<file path="config.mk">
export PLATFORM = sky130hd
export DESIGN_NAME = adc_align
export DESIGN_NICKNAME = d
export VERILOG_FILES = /design/src/rtl/adc_align.sv
export SDC_FILE = /design/constraint.sdc
export NUM_CORES = 1
export LEC_CHECK = 0
export ABC_AREA = 1
export BUFFER_PORTS_ARGS = -buffer_cell sky130_fd_sc_hd__clkbuf_2
export CAP_MARGIN = 5
export CORE_MARGIN = 2
export CORE_UTILIZATION = 35
export CTS_BUF_LIST = sky130_fd_sc_hd__clkbuf_8
export CTS_CLUSTER_SIZE = 25
export DETAILED_ROUTE_END_ITERATION = 7
export GPL_ROUTABILITY_DRIVEN = 0
export HOLD_SLACK_MARGIN = 0.06
export SYNTH_ARGS = -nofsm -noshare
export SYNTH_HDL_FRONTEND = slang
export SYNTH_SLANG_ARGS = --single-unit
</file>
<file path="constraint.sdc">
create_clock -name CLK -period 2.37 [get_ports CLK]
set_clock_uncertainty 0.1 [all_clocks]
set_input_delay 0.1185 -clock CLK [delete_from_list [all_inputs] [get_ports CLK]]
set_output_delay 0.1185 -clock CLK [all_outputs]
set_load 0.02 [all_outputs]
</file>
<file path="src/rtl/adc_align.sv">
// adc_align: frame/lane alignment engine for deserialised ADC data.
// Trains the frame word with coherent bitslips, trims single lanes against
// a test pattern while locked, and keeps saturating instability counters.
module adc_align #(
    parameter int              NLANES = 8,
    parameter int              SERW   = 6,
    parameter logic [SERW-1:0] FRPAT  = 6'b111000,
    parameter int              SETTLE = 3,
    parameter int              LOCKN  = 16,
    parameter int              LOSEN  = 4,
    parameter int              CNTW   = 8
) (
    input  logic                       CLK,
    input  logic                       RST_N,
    input  logic [SERW-1:0]            FR,
    input  logic [NLANES*SERW-1:0]     DATA,
    input  logic                       TRAIN_EN,
    input  logic                       IND_EN,
    input  logic [SERW-1:0]            LANE_PAT,
    input  logic                       CHK_EN,
    input  logic                       CHK_CLR,
    output logic                       BS_FR,
    output logic [NLANES-1:0]          BS,
    output logic                       LOCKED,
    output logic                       FAIL,
    output logic [2:0]                 STATE,
    output logic [NLANES-1:0]          LANE_OK,
    output logic [NLANES:0]            SLIP_STICKY,
    output logic [(NLANES+1)*CNTW-1:0] INS_CNT
);

    localparam int SLW = $clog2(SERW + 2);
    localparam int MTW = $clog2(LOCKN + 1);
    localparam int MSW = $clog2(LOSEN + 1);
    localparam int WTW = $clog2(SETTLE + 1);

    typedef enum logic [2:0] {
        S_IDLE = 3'd0, S_HUNT = 3'd1, S_SLIP = 3'd2, S_WAIT = 3'd3,
        S_VERIFY = 3'd4, S_LOCK = 3'd5, S_FAIL = 3'd6
    } state_t;

    typedef enum logic [2:0] {
        L_CHK = 3'd0, L_SLIP = 3'd1, L_WAIT = 3'd2, L_DONE = 3'd3, L_BAD = 3'd4
    } lstate_t;

    state_t           state_q, state_d;
    logic [SLW-1:0]   slip_q, slip_d;
    logic [WTW-1:0]   wait_q, wait_d;
    logic [MTW-1:0]   match_q, match_d;
    logic [MSW-1:0]   miss_q, miss_d;
    logic             bs_fr_q;
    logic             fr_match;

    lstate_t          lst_q [NLANES];
    lstate_t          lst_d [NLANES];
    logic [MTW-1:0]   lmatch_q [NLANES];
    logic [MTW-1:0]   lmatch_d [NLANES];
    logic [SLW-1:0]   lslip_q [NLANES];
    logic [SLW-1:0]   lslip_d [NLANES];
    logic [WTW-1:0]   lwait_q [NLANES];
    logic [WTW-1:0]   lwait_d [NLANES];
    logic [NLANES-1:0] lbs_q, lbs_d;
    logic             lane_act;

    logic [SERW-1:0]  lane_word [NLANES];
    logic [SERW-1:0]  prev_lane_q [NLANES];
    logic [SERW-1:0]  prev_fr_q;
    logic [NLANES:0]  chg;
    logic [CNTW-1:0]  cnt_q [NLANES+1];
    logic [NLANES:0]  sticky_q;
    logic [NLANES-1:0] bs_all;

    // Split the packed lane bus and flag which words changed since last cycle.
    always_comb begin
        chg = '0;
        chg[0] = (FR != prev_fr_q);
        for (int i = 0; i < NLANES; i++) begin
            lane_word[i] = DATA[SERW*i +: SERW];
            chg[i+1]     = (lane_word[i] != prev_lane_q[i]);
        end
    end

    assign fr_match = (FR == FRPAT);
    // Lanes are trimmed only while the frame is locked and trimming is enabled.
    assign lane_act = TRAIN_EN && IND_EN && (state_q == S_LOCK);

    // Main training FSM: next state and counter updates.
    always_comb begin
        state_d = state_q;
        slip_d  = slip_q;
        wait_d  = wait_q;
        match_d = match_q;
        miss_d  = miss_q;
        if (!TRAIN_EN) begin
            state_d = S_IDLE;
            slip_d  = '0;
            wait_d  = '0;
            match_d = '0;
            miss_d  = '0;
        end else begin
            case (state_q)
                S_IDLE: begin
                    state_d = S_HUNT;
                    slip_d  = '0;
                end
                S_HUNT: begin
                    if (fr_match) begin
                        state_d = S_VERIFY;
                        match_d = MTW'(1);
                    end else if (slip_q >= SLW'(SERW)) begin
                        state_d = S_FAIL;
                    end else begin
                        state_d = S_SLIP;
                    end
                end
                S_SLIP: begin
                    if (slip_q != '1) slip_d = slip_q + SLW'(1);
                    wait_d  = WTW'(SETTLE);
                    state_d = S_WAIT;
                end
                S_WAIT: begin
                    wait_d = wait_q - WTW'(1);
                    if (wait_q <= WTW'(1)) state_d = S_HUNT;
                end
                S_VERIFY: begin
                    if (!fr_match) begin
                        state_d = S_SLIP;
                    end else if (match_q == MTW'(LOCKN - 1)) begin
                        state_d = S_LOCK;
                        miss_d  = '0;
                    end else begin
                        match_d = match_q + MTW'(1);
                    end
                end
                S_LOCK: begin
                    if (fr_match) begin
                        miss_d = '0;
                    end else if (miss_q == MSW'(LOSEN - 1)) begin
                        state_d = S_HUNT;
                        slip_d  = '0;
                        miss_d  = '0;
                    end else begin
                        miss_d = miss_q + MSW'(1);
                    end
                end
                S_FAIL:  state_d = S_FAIL;
                default: state_d = S_IDLE;
            endcase
        end
    end

    // Main FSM registers; the frame pulse is registered from the SLIP decision.
    always_ff @(posedge CLK or negedge RST_N) begin
        if (!RST_N) begin
            state_q <= S_IDLE;
            slip_q  <= '0;
            wait_q  <= '0;
            match_q <= '0;
            miss_q  <= '0;
            bs_fr_q <= 1'b0;
        end else begin
            state_q <= state_d;
            slip_q  <= slip_d;
            wait_q  <= wait_d;
            match_q <= match_d;
            miss_q  <= miss_d;
            bs_fr_q <= (state_d == S_SLIP);
        end
    end

    // Per-lane trim FSMs; all held in L_CHK with cleared counters when inactive.
    always_comb begin
        lbs_d = '0;
        for (int i = 0; i < NLANES; i++) begin
            lst_d[i]    = lst_q[i];
            lmatch_d[i] = lmatch_q[i];
            lslip_d[i]  = lslip_q[i];
            lwait_d[i]  = lwait_q[i];
            if (!lane_act) begin
                lst_d[i]    = L_CHK;
                lmatch_d[i] = '0;
                lslip_d[i]  = '0;
                lwait_d[i]  = '0;
            end else begin
                case (lst_q[i])
                    L_CHK: begin
                        if (lane_word[i] == LANE_PAT) begin
                            if (lmatch_q[i] == MTW'(LOCKN - 1)) lst_d[i] = L_DONE;
                            else lmatch_d[i] = lmatch_q[i] + MTW'(1);
                        end else begin
                            lmatch_d[i] = '0;
                            if (lslip_q[i] >= SLW'(SERW)) lst_d[i] = L_BAD;
                            else lst_d[i] = L_SLIP;
                        end
                    end
                    L_SLIP: begin
                        if (lslip_q[i] != '1) lslip_d[i] = lslip_q[i] + SLW'(1);
                        lwait_d[i] = WTW'(SETTLE);
                        lst_d[i]   = L_WAIT;
                    end
                    L_WAIT: begin
                        lwait_d[i] = lwait_q[i] - WTW'(1);
                        if (lwait_q[i] <= WTW'(1)) begin
                            lst_d[i]    = L_CHK;
                            lmatch_d[i] = '0;
                        end
                    end
                    L_DONE:  lst_d[i] = L_DONE;
                    L_BAD:   lst_d[i] = L_BAD;
                    default: lst_d[i] = L_CHK;
                endcase
            end
            lbs_d[i] = (lst_d[i] == L_SLIP);
        end
    end

    // Lane FSM registers.
    always_ff @(posedge CLK or negedge RST_N) begin
        if (!RST_N) begin
            lbs_q <= '0;
            for (int i = 0; i < NLANES; i++) begin
                lst_q[i]    <= L_CHK;
                lmatch_q[i] <= '0;
                lslip_q[i]  <= '0;
                lwait_q[i]  <= '0;
            end
        end else begin
            lbs_q <= lbs_d;
            for (int i = 0; i < NLANES; i++) begin
                lst_q[i]    <= lst_d[i];
                lmatch_q[i] <= lmatch_d[i];
                lslip_q[i]  <= lslip_d[i];
                lwait_q[i]  <= lwait_d[i];
            end
        end
    end

    assign bs_all = {NLANES{bs_fr_q}} | lbs_q;

    // Previous-word history, saturating instability counters and sticky slip flags.
    always_ff @(posedge CLK or negedge RST_N) begin
        if (!RST_N) begin
            prev_fr_q <= '0;
            sticky_q  <= '0;
            for (int i = 0; i < NLANES; i++) prev_lane_q[i] <= '0;
            for (int k = 0; k <= NLANES; k++) cnt_q[k] <= '0;
        end else begin
            prev_fr_q <= FR;
            for (int i = 0; i < NLANES; i++) prev_lane_q[i] <= lane_word[i];
            sticky_q <= CHK_CLR ? '0 : (sticky_q | {bs_fr_q, bs_all});
            for (int k = 0; k <= NLANES; k++) begin
                if (CHK_CLR) cnt_q[k] <= '0;
                else if (CHK_EN && chg[k] && (cnt_q[k] != '1)) cnt_q[k] <= cnt_q[k] + CNTW'(1);
            end
        end
    end

    // Output decode and counter packing.
    always_comb begin
        INS_CNT = '0;
        LANE_OK = '0;
        for (int k = 0; k <= NLANES; k++) INS_CNT[CNTW*k +: CNTW] = cnt_q[k];
        for (int i = 0; i < NLANES; i++) LANE_OK[i] = (lst_q[i] == L_DONE);
    end

    assign BS_FR       = bs_fr_q;
    assign BS          = bs_all;
    assign LOCKED      = (state_q == S_LOCK);
    assign FAIL        = (state_q == S_FAIL);
    assign STATE       = state_q;
    assign SLIP_STICKY = sticky_q;

endmodule
</file>
Word-level counts from Yosys, hierarchy flattened
Index checks and enable logic that the tools add are counted.

word-level totals
  register bits after elaboration = 264
  input port bits = 66
  output and inout port bits = 103
  logic and storage cells = 498

operators by class
  add/subtract/negate cells = 37
  $lt $le $gt $ge = 18
  equal/unequal tests = 152
  multiplexer cells = 174
  bitwise operators = 2
  reductions and logical operators = 57

operators with widths
  operator             number
  $mux 3               81
  $mux 5               36
  $mux 8               18
  $pmux 3 s5           8
  $pmux 5 s2           9
  $add 8x1->8 const B  9
  $ne 8x8->1 const B   9
  $ne 3x3->1 const B   23
  $eq 3x2->1 const B   20
  $ne 3x1->1 const B   19
  $ne 6x6->1           9
  $eq 3x1->1 const B   17
  $eq 6x6->1           8
  $add 5x1->5 const B  9
  $eq 5x4->1 const B   9
  $pmux 2 s2           9
  $eq 3x3->1 const B   11
  $ne 2x1->1 const B   16
  $ne 4x4->1 const B   8
  $add 3x1->3 const B  10
  $ge 3x3->1 const B   9
  $logic_not 3->1      9
  $reduce_and 3->1     9
  $pmux 3 s7           1
  15 further kinds     74

Longest topological paths before layout
Gate-level depths: netlist of the first run.

  depth after elaboration = 6
  depth in mapped cells = 12
  mapped depth without buffers = 12

Least setup slack after synthesis of the first run
Ideal clock, no wire load.

  kind = flip-flop to flip-flop
  from = reg cnt_q (netlist bit INS_CNT[64])
  to = reg cnt_q (netlist bit INS_CNT[67])
  setup time = 0.117 ns
  arrival time = 1.535 ns
  data required time = 2.153 ns
  slack = 0.618 ns
  stages on the path, launching flop included = 9
  buffers on the path = 0
  clock period less this slack = 1.752 ns
  path through = dfrtp_1 -> ha_1 -> nand2_1 -> nor3b_1 -> a31oi_1 -> nand2_2 -> nand2_1 -> nand2_1 -> nand2_1

on the way
  longest elaborated chain between the ends = 3
  elaborated cells between the ends (all ways) = 6
  those cells by class = add/sub (1); eq/ne (1); mux (2); reduce/logical (2)

ends and longest elaborated chain
  element                                      line  source
  start, declared                              69    logic [CNTW-1:0] cnt_q [NLANES+1];
  start signal, assigned by index              252   if (CHK_CLR) cnt_q[k] <= '0;
  $add 8x1->8 or $ne 8x8->1 (tied branches)    253   else if (CHK_EN && chg[k] && (cnt_q[k] != '1)) cnt_q[k] <= cnt_q[k] + CNTW'(1);
  $mux 8 or $logic_and 1x1->1 (tied branches)  253
  $mux 8 or $reduce_bool 2->1 (tied branches)  -

Several ways; a longest one is shown, not always the timed one. The select of a mux whose other input is x is not followed.
A chain may end at the register's enable or synchronous reset.

Worst setup path in the final report of the first run
  from = reg state_q[1] (netlist: STATE[1])
  to = reg lmatch_q[25] (netlist name)

on the way
  longest elaborated chain between the ends = 4
  elaborated cells between the ends (all ways) = 7
  those cells by class = eq/ne (4); mux (1); reduce/logical (2)

ends and longest elaborated chain
  element                                             line  source
  start, declared                                     46    state_t state_q, state_d;
  start signal, assigned                              162   state_q <= state_d;
  $eq 3x3->1 *                                        85    assign lane_act = TRAIN_EN && IND_EN && (state_q == S_LOCK);
  $logic_and 1x1->1 *                                 85
  $ne 4x4->1 (no line), or another cell as far along  -
  $reduce_and 3->1 (no line)                          -
  end signal, assigned by index                       231   lmatch_q[i] <= lmatch_d[i];
  end, declared                                       56    logic [MTW-1:0] lmatch_q [NLANES];

Every way passes the cells marked *; elsewhere a longest branch is shown, timed or not.

==> out/results.tsv, run 1 <==
stage	metric	value	unit
sta	fin crit share	86.1	%
route	drt total wl	39800	um
floorplan	Die Area	44200	sq um
synth	FF+latch count, synth	264	
setup_path	R2R Path Start	STATE[1]	
global_route	initial antenna violation count	4	
clock_tree	Max Root-Sink Buffers	3	
clock_tree	TritonCTS clock tree	built	
hold_path	worst min path class	in -> reg	
route	Vias/cell	4.78	
sta	Max Clk Rate	0.490	GHz
global_route	first-pass GRT wire length	65600	um
sta	setup violators final	0	
final_layout	P&R area growth vs syn	22.3	%
synth	Mean Syn Cell Area	7.56	sq um
sta	RSZ-0062 raised after global routing	no	
route	DRT antenna net count	0	
route	DR DRC count	0	
run	max-cap violations	0	
synth	Post-Synthesis Net Count	2097	
route	number of DRC markers in iteration 0	732	
sta	fin crit period	2.04	ns
clock_tree	root buffer selected by CTS	clkbuf_8	
clock_tree	count of cells resized by post-cts repair	0	
setup_path	Data arrival, critical path	2.46	ns
final_layout	fin nets	2380	
setup_path	WS Path Type	reg -> reg	
final_layout	layout cell share with drive strength beyond 1	13.5	%
clock_tree	CTS Buf Count	49	
sta	Worst Max-Slew Pin Slew	0.558	ns
clock_tree	Clk pin slew, worst setup/hold paths	0.06	ns
hold_path	critical hold path startpoint	DATA[17]	
synth	mapped cell area	14900	sq um
sta	Final Slew Violations	0	
placement	HPWL after DPL	28100	um
route	via count	13500	
setup_path	CP required	2.79	ns
setup_path	R2R Setup Slk	0.33	ns
route	drt pass-1 iters	5	
final_layout	commonest non-fill, non-tap cell in the layout	nand2_1	
placement	dpl cell area	16500	sq um
global_route	pin count of the biggest net entering global routing	71	
synth	Ys Warns	0	
hold_path	hold path depth	2	
clock_tree	clk sinks	264	
floorplan	die height	210	um
floorplan	boundary pin count	169	
setup_path	Reg-to-Reg End	lmatch_q[25]	
pwr	Pwr Density	559	nW/um^2
synth	Post-Syn Instances	1971	
floorplan	core outline area	41900	sq um
setup_path	R2R depth	9	
pwr	Max VDD drop	0.000295	V
floorplan	Die X	210	um
global_route	vias in the first global route	13200	
final_layout	commonest non-fill, non-tap cells in the layout	nand2_1, inv_1, nor2_1, dfrtp_1, nand3_1	
setup_path	CP Max Fanout	24	
setup_path	CP Launch Type	register	
sta	Relative slew margins	62.7	%
floorplan	Initial Utilization	35.5	%
sta	Fin Hold WS	0.116	ns
clock_tree	worst skew pair latency	0.62	ns
floorplan	FP Rows	75	
synth	synth unique cells	46	
hold_path	Hold Crit Endpoint	prev_lane_q[35]	
global_route	gr ovfl total	0	
placement	port buffer count	168	
pwr	leakage	9.86	nW
setup_path	crit path capture type	register	
sta	final hold vios	0	
global_route	GRT Util Overall	18.4	%
sta	TNS Setup	0	ns
synth	register area share after synthesis	44.3	%
final_layout	Design Area, Final	18200	sq um
pwr	Total Power	0.0102	W
status	status	complete, no violations	
final_layout	post-layout util	43.4	%
route	drt wl/cell	14.1	um
clock_tree	H-tree depth	2	
worst max-delay path by stage:
stage,startpoint,to,slack [ns]
after global routing,STATE[1],lmatch_q[28],0.11
after global placement,STATE[1],lmatch_q[25],0.37
after detailed placement,STATE[1],lmatch_q[25],0.32
final,STATE[1],lmatch_q[25],0.33
after floorplan,INS_CNT[64],INS_CNT[67],0.62
after CTS,BS_FR,BS[7],0.24
sequential cells by signal (all words and copies together), names as in the netlist:
name and count:
lslip_q 24, lmatch_q 40, INS_CNT 72, lwait_q 16
lbs_q 8, wait_q 2, lst_q 24, prev_fr_q 6
SLIP_STICKY 9, slip_q 3, match_q 5, miss_q 3
BS_FR 1, prev_lane_q 48, STATE 3
critical path, stage by stage (launching register included):
cell     delay (ns)
dfrtp_1        0.44
inv_2          0.13
nand3_4        0.11
nor2_8         0.27
inv_2          0.30
nor2_4         0.17
nand4_1        0.11
nor2_2         0.18
nand2_1        0.06
o21ai_0        0.07
repair_timing:
item,4_1_cts,5_1_grt
endpoints found under the hold margin,469,0
setup buffers,0,0
hold buffers,77,0
cells by family (layout without fill, tap and decap cells):
logic type | after synthesis | in the layout | share of synthesized area [%]
AOI/OAI and AO/OA | 171 | 171 | 6.73
xor gates and xnor gates | 76 | 76 | 4.47
adders and majority gates | 60 | 60 | 5.04
buffers and inverters | 300 | 619 | 8.05
DFF | 264 | 264 | 44.3
muxes | 1 | 1 | 0.0672
other | 0 | 2 | 0
and+or+nand+nor | 1099 | 1099 | 31.3
final cells by class:
class | instances | area (sq um)
fillers | 4148 | 23700
multi-input cells | 1407 | 7090
flip-flops and latches | 264 | 6610
repair buffers | 265 | 1850
inverters | 267 | 1010
clock buffers | 61 | 840
well taps | 539 | 674
clock inverters | 26 | 140
diodes | 2 | 5.00
routing by layer:
| metal | global-route usage (%) | up-vias | wire length [um] |
|---|---|---|---|
| met4 | 7.48 | 4 | 1320 |
| li1 | - | 6876 | - |
| met5 | 0 | - | 24 |
| met3 | 3.25 | 85 | 1860 |
| met1 | 24.4 | 6290 | 18500 |
| met2 | 29.8 | 270 | 18100 |
power by group:
part	switching (W)	leakage, nW	internal [W]
sequential	0.000102	3.54	0.00462
combinational	0.000673	5.75	0.000368
clock	0.00201	0.576	0.00242
total	0.00278	9.86	0.00740
synthesized netlist by cell type (all sizes together):
cell type | instances | area share (%)
nor3 | 54 | 1.8
dfrtp | 264 | 44
or2 | 21 | 0.88
a22oi | 2 | 0.10
buf | 17 | 0.83
inv | 266 | 6.8
o22ai | 6 | 0.25
nand4 | 23 | 0.97
o211ai | 2 | 0.10
nor3b | 2 | 0.10
and2 | 1 | 0.042
a21oi | 31 | 1.0
ha | 60 | 5.0
a21boi | 1 | 0.050
mux2i | 1 | 0.067
a311oi | 5 | 0.29
clkbuf | 16 | 0.40
nand3b | 7 | 0.38
clkinv | 1 | 0.025
xnor2 | 16 | 0.94
a31oi | 13 | 0.55
a211oi | 21 | 1.1
a41oi | 2 | 0.12
o21ai | 80 | 2.7
nand2 | 537 | 14
o21a | 4 | 0.20
nor2 | 275 | 7.2
nand3 | 179 | 6.2
xor2 | 60 | 3.5
o21bai | 4 | 0.23
stage by stage:
step | cells | setup slack (ns)
5_1_grt | 2830 | 0.109
3_5_place_dp | 2665 | 0.317
4_1_cts | 2829 | 0.242
2_1_floorplan | 1971 | 0.618
6_report | 2831 | 0.329
3_3_place_gp | 2665 | 0.366
No activity file was read; power rests on OpenSTA's default activity.
==> inputs of run 2 (changes only) <==
--- a/config.mk
+++ b/config.mk
@@ -15,6 +15,7 @@
 export DETAILED_ROUTE_END_ITERATION = 7
 export GPL_ROUTABILITY_DRIVEN = 0
 export HOLD_SLACK_MARGIN = 0.06
+export RECOVER_POWER = 25
 export SYNTH_ARGS = -nofsm -noshare
 export SYNTH_HDL_FRONTEND = slang
 export SYNTH_SLANG_ARGS = --single-unit
==> run 2 against run 1 <==
Total power shrank 0.27%; clock power is essentially flat; non-clock buffer count is the same; register-to-register slack is essentially flat; critical endpoint unchanged; via count grew 0.13%; die area is the same; combinational power is essentially flat; count of clock-buffer cells in the layout is the same; first-iteration DRC count shrank 4.8%; critical path type unchanged; flip-flop and latch count is the same; final cell count is the same; global-route usage is the same.
==> out/results.tsv, run 2 (synthesis gave the netlist of run 1 again) <==
stage	metric	value	unit
route	drt wl/cell	14.1	um
route	DRT antenna net count	0	
sta	setup violators final	0	
final_layout	fin nets	2380	
floorplan	core outline area	41900	sq um
final_layout	fillers	4194	
status	status	complete, no violations	
final_layout	layout cell share with drive strength beyond 1	11.1	%
setup_path	Data arrival, critical path	2.45	ns
sta	fin crit share	85.7	%
final_layout	P&R area growth vs syn	21.5	%
hold_path	worst min path class	in -> reg	
final_layout	area of the multi-input gates	7090	sq um
setup_path	crit path launch	STATE[1]	
floorplan	FP Rows	75	
global_route	first-pass GRT wire length	65600	um
route	number of DRC markers in iteration 0	697	
sta	final hold vios	0	
global_route	initial antenna violation count	4	
hold_path	critical hold path startpoint	LANE_PAT[0]	
global_route	gr ovfl total	0	
clock_tree	worst skew pair latency	0.62	ns
floorplan	die height	210	um
final_layout	Register Area	6610	sq um
placement	Place WS	0.317	ns
clock_tree	root buffer selected by CTS	clkbuf_8	
global_route	vias in the first global route	13200	
global_route	pin count of the biggest net entering global routing	71	
sta	Worst Max-Slew Pin Slew	1.27	ns
setup_path	CP Launch Type	register	
sta	fin crit period	2.03	ns
sta	Max Clk Rate	0.492	GHz
pwr	leakage	9.68	nW
route	Vias/cell	4.78	
floorplan	boundary pin count	169	
floorplan	Die X	210	um
setup_path	R2R Path Start	STATE[1]	
setup_path	crit path capture type	register	
final_layout	Design Area, Final	18100	sq um
clock_tree	Clk pin slew, worst setup/hold paths	0.05	ns
clock_tree	count of cells resized by post-cts repair	0	
setup_path	WS Path Type	reg -> reg	
placement	port buffer count	168	
setup_path	CP Max Fanout	24	
final_layout	commonest non-fill, non-tap cells in the layout	nand2_1, inv_1, nor2_1, dfrtp_1, nand3_1	
clock_tree	TritonCTS clock tree	built	
route	drt total wl	39900	um
sta	fin worst setup slack	0.338	ns
sta	Final Slew Violations	0	
pwr	Pwr Density	561	nW/um^2
floorplan	Initial Utilization	35.5	%
clock_tree	H-tree depth	2	
placement	HPWL after DPL	28100	um
pwr	Max VDD drop	0.000295	V
clock_tree	clk sinks	264	
clock_tree	CTS Buf Count	49	
sta	RSZ-0062 raised after global routing	no	
final_layout	post-layout util	43.2	%
global_route	GRT Util Overall	18.4	%
route	drt pass-1 iters	5	
route	via count	13500	
setup_path	CP required	2.79	ns
final_layout	Largest register FFs	72	
clock_tree	Max Root-Sink Buffers	3	
sta	Relative slew margins	15.5	%
run	max-cap violations	0	
sta	TNS Setup	0	ns
final_layout	commonest non-fill, non-tap cell in the layout	nand2_1	
floorplan	Die Area	44200	sq um
route	DR DRC count	0	
placement	dpl cell area	16500	sq um
-- run 2: path summary, 6_finish.rpt --
path                                end  slack [ns]  cells past startpoint
max reg2reg                lmatch_q[25]        0.34                      9
min in group asynchronous   INS_CNT[45]        0.61                      4
max                        lmatch_q[25]        0.34                      9
min reg2reg                  lslip_q[9]        0.38                      1
min                            lst_q[0]        0.13                      9
max in group asynchronous      lbs_q[3]        0.43                      4
-- run 2: cell type report --
cell class | count | share of cell area (%)
antenna | 2 | 0.0276
clock buffer | 61 | 4.64
clock inverter | 26 | 0.774
inverter | 267 | 5.61
multi-input combinational | 1407 | 39.2
sequential | 264 | 36.5
tap | 539 | 3.73
timing repair buffer | 265 | 9.56
-- run 2: where the power goes --
group | leakage, nW | internal (W) | total, W | switching, W
Sequential | 3.54 | 0.00462 | 0.00472 | 0.000102
Clock | 0.576 | 0.00242 | 0.00442 | 0.00200
Combinational | 5.57 | 0.000344 | 0.00102 | 0.000671
Total | 9.68 | 0.00738 | 0.0102 | 0.00278
-- run 2: critical path, stage by stage, from the launching register on --
cell,delay (ns)
dfrtp_1,0.44
inv_2,0.13
nand3_4,0.11
nor2_8,0.27
inv_2,0.30
nor2_4,0.17
nand4_1,0.11
nor2_2,0.18
nand2_1,0.06
o21ai_0,0.07
-- run 2: through the flow --
stage                     cells  total power, W  hold WS [ns]
after floorplan            1971         0.00529        -0.277
after global placement     2665         0.00571       -0.0171
after detailed placement   2665         0.00573       -0.0166
after CTS                  2829          0.0104        0.0621
after global routing       2830          0.0107         0.113
final                      2831          0.0102         0.132
-- run 2: per-layer routing --
layer | vias up | GRT usage, % | wire, um
met5 | - | 0 | 24
met4 | 4 | 7.48 | 1320
met3 | 84 | 3.25 | 1900
met2 | 293 | 29.8 | 18100
met1 | 6293 | 24.4 | 18500
li1 | 6869 | - | -
-- run 2: repair_timing --
action | 4_1_cts | 5_1_grt
hold buffers | 77 | 0
buffers inserted | 0 | 0
hold endpoints to repair | 469 | 0
